<file path="src/rtl/sccb_write_arbiter_if.sv">
// sccb_write_arbiter_if
// Bundles the two requester ports, the SCCB engine handshake and the
// status/statistics outputs of sccb_write_arbiter.
//   req{0,1}_valid/addr/data  -> arbiter     request payload, held until ready
//   req{0,1}_ready/done/err   <- arbiter     accept pulse, completion pulse, error
//   eng_start/addr/data/abort <- arbiter     engine launch, payload, timeout abort
//   eng_done/eng_nack         -> arbiter     engine completion and ack status
//   busy/tx_count/err_count   <- arbiter     status and statistics
// Modport slave is the arbiter's view; master is the surrounding logic's view.
interface sccb_write_arbiter_if;
  logic        req0_valid;
  logic [7:0]  req0_addr;
  logic [7:0]  req0_data;
  logic        req0_ready;
  logic        req0_done;
  logic        req0_err;
  logic        req1_valid;
  logic [7:0]  req1_addr;
  logic [7:0]  req1_data;
  logic        req1_ready;
  logic        req1_done;
  logic        req1_err;
  logic        eng_start;
  logic [7:0]  eng_addr;
  logic [7:0]  eng_data;
  logic        eng_abort;
  logic        eng_done;
  logic        eng_nack;
  logic        busy;
  logic [15:0] tx_count;
  logic [7:0]  err_count;

  modport slave (
    input  req0_valid, req0_addr, req0_data, req1_valid, req1_addr, req1_data,
    input  eng_done, eng_nack,
    output req0_ready, req0_done, req0_err, req1_ready, req1_done, req1_err,
    output eng_start, eng_addr, eng_data, eng_abort, busy, tx_count, err_count
  );

  modport master (
    output req0_valid, req0_addr, req0_data, req1_valid, req1_addr, req1_data,
    output eng_done, eng_nack,
    input  req0_ready, req0_done, req0_err, req1_ready, req1_done, req1_err,
    input  eng_start, eng_addr, eng_data, eng_abort, busy, tx_count, err_count
  );
endinterface

</file>
<file path="src/rtl/sccb_write_arbiter.sv">
// sccb_write_arbiter
// Shares one SCCB byte-write engine between the power-up configuration
// sequencer (port 0) and runtime register tweaks (port 1). One write is in
// flight at a time; ties are broken round-robin. A timeout aborts a stuck
// engine and a minimum idle gap separates transactions.
// Ports:
//   clk  system clock
//   rst  asynchronous active-high reset
//   bus  sccb_write_arbiter_if.slave (requesters, engine, status)
//
// state | meaning
// IDLE  | waiting for a request; grants on the next edge when any is valid
// WAIT  | write launched, waiting for eng_done or timeout
// GAP   | enforcing the bus-idle gap before the next grant
module sccb_write_arbiter #(
  parameter int GAP_CYCLES     = 1200,
  parameter int TIMEOUT_CYCLES = 24000
) (
  input logic                 clk,
  input logic                 rst,
  sccb_write_arbiter_if.slave bus
);

  typedef enum logic [1:0] {IDLE, WAIT, GAP} state_t;

  localparam int TW = (TIMEOUT_CYCLES < 2) ? 1 : $clog2(TIMEOUT_CYCLES + 1);
  localparam int GW = (GAP_CYCLES < 3) ? 1 : $clog2(GAP_CYCLES);
  localparam logic [TW-1:0] TO_LAST  = TW'(TIMEOUT_CYCLES);
  // GAP occupies GAP_CYCLES cycles (at least one), so the next grant edge
  // lands GAP_CYCLES+1 cycles after the done pulse.
  localparam logic [GW-1:0] GAP_LAST = GW'((GAP_CYCLES == 0) ? 0 : GAP_CYCLES - 1);

  state_t        state_q, state_d;
  logic          last_grant_q, last_grant_d;
  logic          owner_q, owner_d;
  logic [TW-1:0] to_cnt_q, to_cnt_d;
  logic [GW-1:0] gap_cnt_q, gap_cnt_d;
  logic          ready0_q, ready0_d, ready1_q, ready1_d;
  logic          done0_q, done0_d, done1_q, done1_d;
  logic          err0_q, err0_d, err1_q, err1_d;
  logic          start_q, start_d, abort_q, abort_d;
  logic [7:0]    addr_q, addr_d, data_q, data_d;
  logic          busy_q, busy_d;
  logic [15:0]   tx_q, tx_d;
  logic [7:0]    errc_q, errc_d;
  logic          win, fin, fin_err;

  always_comb begin
    state_d      = state_q;
    last_grant_d = last_grant_q;
    owner_d      = owner_q;
    to_cnt_d     = to_cnt_q;
    gap_cnt_d    = gap_cnt_q;
    addr_d       = addr_q;
    data_d       = data_q;
    ready0_d     = 1'b0;
    ready1_d     = 1'b0;
    start_d      = 1'b0;
    abort_d      = 1'b0;
    win          = 1'b0;
    fin          = 1'b0;
    fin_err      = 1'b0;

    case (state_q)
      IDLE: begin
        if (bus.req0_valid || bus.req1_valid) begin
          win          = (bus.req0_valid && bus.req1_valid) ? ~last_grant_q : bus.req1_valid;
          ready0_d     = ~win;
          ready1_d     = win;
          start_d      = 1'b1;
          addr_d       = win ? bus.req1_addr : bus.req0_addr;
          data_d       = win ? bus.req1_data : bus.req0_data;
          owner_d      = win;
          last_grant_d = win;
          to_cnt_d     = '0;
          state_d      = WAIT;
        end
      end
      WAIT: begin
        // A completion on the timeout edge still counts as a completion.
        if (bus.eng_done) begin
          fin       = 1'b1;
          fin_err   = bus.eng_nack;
          gap_cnt_d = '0;
          state_d   = GAP;
        end else if (to_cnt_q == TO_LAST) begin
          fin       = 1'b1;
          fin_err   = 1'b1;
          abort_d   = 1'b1;
          gap_cnt_d = '0;
          state_d   = GAP;
        end else begin
          to_cnt_d = to_cnt_q + 1'b1;
        end
      end
      GAP: begin
        if (gap_cnt_q == GAP_LAST) begin
          gap_cnt_d = '0;
          state_d   = IDLE;
        end else begin
          gap_cnt_d = gap_cnt_q + 1'b1;
        end
      end
      default: state_d = IDLE;
    endcase

    done0_d = fin && !owner_q;
    done1_d = fin && owner_q;
    err0_d  = fin && fin_err && !owner_q;
    err1_d  = fin && fin_err && owner_q;
    tx_d    = fin ? tx_q + 16'd1 : tx_q;
    errc_d  = (fin && fin_err && errc_q != 8'hff) ? errc_q + 8'd1 : errc_q;
    busy_d  = (state_d != IDLE);
  end

  always_ff @(posedge clk or posedge rst) begin
    if (rst) begin
      state_q      <= IDLE;
      last_grant_q <= 1'b1;
      owner_q      <= 1'b0;
      to_cnt_q     <= '0;
      gap_cnt_q    <= '0;
      ready0_q     <= 1'b0;
      ready1_q     <= 1'b0;
      done0_q      <= 1'b0;
      done1_q      <= 1'b0;
      err0_q       <= 1'b0;
      err1_q       <= 1'b0;
      start_q      <= 1'b0;
      abort_q      <= 1'b0;
      addr_q       <= '0;
      data_q       <= '0;
      busy_q       <= 1'b0;
      tx_q         <= '0;
      errc_q       <= '0;
    end else begin
      state_q      <= state_d;
      last_grant_q <= last_grant_d;
      owner_q      <= owner_d;
      to_cnt_q     <= to_cnt_d;
      gap_cnt_q    <= gap_cnt_d;
      ready0_q     <= ready0_d;
      ready1_q     <= ready1_d;
      done0_q      <= done0_d;
      done1_q      <= done1_d;
      err0_q       <= err0_d;
      err1_q       <= err1_d;
      start_q      <= start_d;
      abort_q      <= abort_d;
      addr_q       <= addr_d;
      data_q       <= data_d;
      busy_q       <= busy_d;
      tx_q         <= tx_d;
      errc_q       <= errc_d;
    end
  end

  assign bus.req0_ready = ready0_q;
  assign bus.req1_ready = ready1_q;
  assign bus.req0_done  = done0_q;
  assign bus.req1_done  = done1_q;
  assign bus.req0_err   = err0_q;
  assign bus.req1_err   = err1_q;
  assign bus.eng_start  = start_q;
  assign bus.eng_abort  = abort_q;
  assign bus.eng_addr   = addr_q;
  assign bus.eng_data   = data_q;
  assign bus.busy       = busy_q;
  assign bus.tx_count   = tx_q;
  assign bus.err_count  = errc_q;

endmodule

</file>
<file path="src/flat_wrapper.sv">
// flat-port wrapper written by rule: the top's interface ports become plain ports
module sccb_write_arbiter_flat 
#(
  parameter int GAP_CYCLES     = 1200,
  parameter int TIMEOUT_CYCLES = 24000
)
  (clk, rst, bus_req0_valid, bus_req0_addr, bus_req0_data, bus_req1_valid, bus_req1_addr, bus_req1_data, bus_eng_done, bus_eng_nack, bus_req0_ready, bus_req0_done, bus_req0_err, bus_req1_ready, bus_req1_done, bus_req1_err, bus_eng_start, bus_eng_addr, bus_eng_data, bus_eng_abort, bus_busy, bus_tx_count, bus_err_count);
  sccb_write_arbiter_if bus_i ();
  input logic clk;
  input logic rst;
  input wire logic [$bits(bus_i.req0_valid)-1:0] bus_req0_valid;
  input wire logic [$bits(bus_i.req0_addr)-1:0] bus_req0_addr;
  input wire logic [$bits(bus_i.req0_data)-1:0] bus_req0_data;
  input wire logic [$bits(bus_i.req1_valid)-1:0] bus_req1_valid;
  input wire logic [$bits(bus_i.req1_addr)-1:0] bus_req1_addr;
  input wire logic [$bits(bus_i.req1_data)-1:0] bus_req1_data;
  input wire logic [$bits(bus_i.eng_done)-1:0] bus_eng_done;
  input wire logic [$bits(bus_i.eng_nack)-1:0] bus_eng_nack;
  output wire logic [$bits(bus_i.req0_ready)-1:0] bus_req0_ready;
  output wire logic [$bits(bus_i.req0_done)-1:0] bus_req0_done;
  output wire logic [$bits(bus_i.req0_err)-1:0] bus_req0_err;
  output wire logic [$bits(bus_i.req1_ready)-1:0] bus_req1_ready;
  output wire logic [$bits(bus_i.req1_done)-1:0] bus_req1_done;
  output wire logic [$bits(bus_i.req1_err)-1:0] bus_req1_err;
  output wire logic [$bits(bus_i.eng_start)-1:0] bus_eng_start;
  output wire logic [$bits(bus_i.eng_addr)-1:0] bus_eng_addr;
  output wire logic [$bits(bus_i.eng_data)-1:0] bus_eng_data;
  output wire logic [$bits(bus_i.eng_abort)-1:0] bus_eng_abort;
  output wire logic [$bits(bus_i.busy)-1:0] bus_busy;
  output wire logic [$bits(bus_i.tx_count)-1:0] bus_tx_count;
  output wire logic [$bits(bus_i.err_count)-1:0] bus_err_count;
  assign bus_i.req0_valid = bus_req0_valid;
  assign bus_i.req0_addr = bus_req0_addr;
  assign bus_i.req0_data = bus_req0_data;
  assign bus_i.req1_valid = bus_req1_valid;
  assign bus_i.req1_addr = bus_req1_addr;
  assign bus_i.req1_data = bus_req1_data;
  assign bus_i.eng_done = bus_eng_done;
  assign bus_i.eng_nack = bus_eng_nack;
  assign bus_req0_ready = bus_i.req0_ready;
  assign bus_req0_done = bus_i.req0_done;
  assign bus_req0_err = bus_i.req0_err;
  assign bus_req1_ready = bus_i.req1_ready;
  assign bus_req1_done = bus_i.req1_done;
  assign bus_req1_err = bus_i.req1_err;
  assign bus_eng_start = bus_i.eng_start;
  assign bus_eng_addr = bus_i.eng_addr;
  assign bus_eng_data = bus_i.eng_data;
  assign bus_eng_abort = bus_i.eng_abort;
  assign bus_busy = bus_i.busy;
  assign bus_tx_count = bus_i.tx_count;
  assign bus_err_count = bus_i.err_count;
  sccb_write_arbiter #(.GAP_CYCLES(GAP_CYCLES), .TIMEOUT_CYCLES(TIMEOUT_CYCLES)) u_core (.clk(clk), .rst(rst), .bus(bus_i));
endmodule
</file>
<file path="config.mk">
export PLATFORM = sky130hd
export DESIGN_NAME = sccb_write_arbiter_flat
export DESIGN_NICKNAME = d
export VERILOG_FILES = /design/src/rtl/sccb_write_arbiter_if.sv /design/src/rtl/sccb_write_arbiter.sv /design/src/flat_wrapper.sv
export SDC_FILE = /design/constraint.sdc
export NUM_CORES = 1
export LEC_CHECK = 0
export BUFFER_PORTS_ARGS = -buffer_cell sky130_fd_sc_hd__buf_2
export CAP_MARGIN = 10
export CORE_MARGIN = 2
export CORE_UTILIZATION = 54
export DETAILED_ROUTE_END_ITERATION = 6
export PLACE_DENSITY = 0.84
export SETUP_SLACK_MARGIN = 0.05
export SLEW_MARGIN = 10
export SYNTH_ARGS = -nofsm -noshare
export SYNTH_HDL_FRONTEND = slang
export SYNTH_SLANG_ARGS = --single-unit
</file>
<file path="constraint.sdc">
create_clock -name clk -period 3 [get_ports clk]
set_input_delay 0.3 -clock clk [delete_from_list [all_inputs] [get_ports clk]]
set_output_delay 0.3 -clock clk [all_outputs]
set_load 0.1 [all_outputs]
</file>
==> impl_metrics.toml <==
[status]
status = "finished clean"

[yosys]
yosys_warnings = 0
synthCells = 370
synth_cell_type_count = 49
synth_edf_count = 0
synth_area_per_cell_um2 = 10.3
ys_ff_latch = 79
synthFlopType = "dfrtp_1"
ys_seq_area_share_pct = 52.1
async_flop_share_pct = 100
synthesis.nets = 417
synth.cell_area_mm2 = 0.00379

[hold_path]
hp-class = "input port to asynchronous set/reset pin"

[cts]
cts_made_buffers = 9
cts_num_sinks = 79
post-cts-setup-buffers = 0
cts_hold_buf = 0
cts_resized = 0
cts_root_buffer = "clkbuf_8"
insertion_delay_ps = 370
cts_buffer_depth = 2
cts_tree = "done"
cts_max_level = 3
clkSlewWorstSetupHoldPaths_ps = 90

[grt]
antenna_found_initial = 0
met2_usage_pct = 35.8
grt_util_all_layers_pct = 21.9
grt.busiest_layer = "met2"
use_met3_pct = 6.60
globalRoute.totalOverflow = 0
grt_max_degree = 44
grt_first_pass_wirelength_mm = 13.1
grt_pass1_vias = 2856
use_met1_pct = 28.5

[die]
dieArea_mm2 = 0.00771
chipWidth_um = 87.8
die_h_um = 87.8
fp-row-count = 30
pin_count = 87
start_util_pct = 55.8
coreArea_mm2 = 0.00679

[sta]
slew_violations = 0
finalHoldViolCount = 0
fin_crit_sh_pct = 79.8
fmax_mhz = 418
rsz0062_at_grt = "false"
finClkSkew_ps = 13.3
fin_tns_setup_ps = 0
setup_viol = 0
timing.slew.headroom_pct = 48.3
min_period_ps = 2390
worst_pin_slew_ps = 774

[finish]
area_growth_pct = 20.7
n_antenna_cell = 0
multi_input_area_mm2 = 0.00170
regArea_mm2 = 0.00198
layout.nets = 508
fillCellCount = 503
final_area_mm2 = 0.00458
drive_gt1_share_pct = 26.6
fin_util_pct = 67.4

[worst_setup_path]
crit_arrival_ps = 2620
crit_start = "u_core.state_q[1]"
endpoint_kind = "register"
worstSetupStartpointType = "register"
r2r-start = "u_core.state_q[1]"
critPathKind = "register to register"
worstPathRequired_ps = 3230
critPathMaxFanout = 15

[route]
route.vias.total = 3075
drt_iter0_drc = 140
drtPass1Iterations = 4
via_per_inst = 5.47
drt_wl_total_mm = 8.30
post_drt_wl_per_cell_um = 14.8
ant_nets = 0
drc_errors = 0

[place]
place.port_buffers = 86
dpl.hpwl_mm = 5.85
placed_cell_area_mm2 = 0.00436
gp_congestion = 0.892

[power_and_ir_drop]
p_leak_nw = 2.32
irDropWorstVdd_mv = 0.719
power_density_mw_per_mm2 = 1090

[flow_run]
maxCapViolations = 0
## cells in the mapped netlist, drive strengths merged, types with 4 or more instances
library cell | count | area, um2
and3 | 9 | 56.3
and2 | 4 | 25.0
nand2 | 38 | 143
nand4 | 7 | 43.8
xor2 | 23 | 201
nor2 | 28 | 105
ha | 9 | 113
nor3 | 6 | 30.0
xnor2 | 9 | 78.8
inv | 12 | 45.0
dfrtp | 78 | 1950
buf | 6 | 41.3
mux2i | 18 | 180
nand3 | 26 | 130
o31ai | 8 | 60.1
clkbuf | 9 | 33.8
o21ai | 34 | 178
nor4 | 9 | 62.6
## final cells by class
type / instances / area share (%)
sequential: 79 / 43.2
multi-input combinational: 264 / 37.2
timing repair buffer: 95 / 11.1
clock buffer: 9 / 2.70
tap: 96 / 2.62
clock inverter: 7 / 2.19
inverter: 12 / 0.983
## critical path: stages, from the launching register on
cell and delay (ps):
dfrtp_1 410, inv_1 110, ha_1 470, nand2b_1 180, o21ai_0 180, buf_4 200, or2_0 510, o21ai_0 180
## layer usage
metal	share of wire, %	up-vias
li1	-	1484
met1	43	1469
met2	49	112
met3	6.7	10
met4	1.5	0
met5	0	-
## final timing paths
path                                           to  slack (ps)  depth (start not counted)
min in group clk           u_core.bus.eng_addr[7]         220                          3
hold reg to reg            u_core.bus.eng_data[0]         480                          2
setup reg to reg              u_core.gap_cnt_q[2]         610                          7
max in group asynchronous     u_core.to_cnt_q[14]        2240                          3
setup / recovery              u_core.gap_cnt_q[2]         610                          7
hold / removal               u_core.bus.eng_start          60                          2
## state kept, by name, indices dropped and copies added, names as in the netlist
register               count
u_core.bus.eng_start       1
u_core.to_cnt_q           15
u_core.bus.req0_err        1
u_core.bus.req1_err        1
u_core.bus.req1_ready      1
u_core.owner_q             1
u_core.last_grant_q        1
u_core.bus.eng_data        8
u_core.bus.req0_done       1
u_core.gap_cnt_q          11
u_core.bus.busy            1
u_core.bus.req0_ready      1
u_core.bus.eng_addr        8
u_core.bus.err_count       8
u_core.bus.req1_done       1
u_core.bus.tx_count       16
u_core.bus.eng_abort       1
u_core.state_q             2
## power by group
part | total (mW) | switching, mW | internal, mW | leakage, nW
Clock | 0.891 | 0.413 | 0.479 | 0.115
Sequential | 1.52 | 0.199 | 1.32 | 1.04
Combinational | 2.60 | 2.12 | 0.480 | 1.16
## cells in the final DEF, fill, tap and decap left out, types with 3 or more instances in the layout
master    count
o21ai_0      31
o21ai_2       3
nor4_1        8
nand4_1       7
mux2i_1      18
inv_6         4
dfrtp_1      78
clkbuf_8      9
nand2_1      38
o31ai_1       8
inv_1        11
buf_2        86
ha_1          9
buf_4         8
a31oi_1       3
a21oi_1       3
and3_1        9
and2_1        4
nand3_1      26
xor2_1       23
nor3_1        6
nor2_1       28
xnor2_1       9
## metrics by stage
stage | cells | power (mW) | setup WS, ps | hold WS [ps]
5_1_grt | 562 | 5.25 | 318 | 126
3_5_place_dp | 546 | 4.13 | 673 | 466
4_1_cts | 562 | 5.03 | 645 | 84.0
2_1_floorplan | 370 | 3.65 | 678 | 445
6_report | 562 | 5.01 | 605 | 64.7
3_3_place_gp | 546 | 4.08 | 780 | 456
## cells by family (layout without fill, tap and decap cells)
kind of cell	Yosys count	count (layout)	synth area share, %
buffers and inverters	27	123	3.17
multiplexers	19	19	5.05
AND/OR/NAND/NOR	143	143	18.9
XOR/XNOR	32	32	7.39
adder cells (fa/ha/maj)	9	9	2.97
AO/OA/AOI/OAI	61	61	10.4
flip-flops	79	79	52.1
Power figures use the tool's default switching activity.
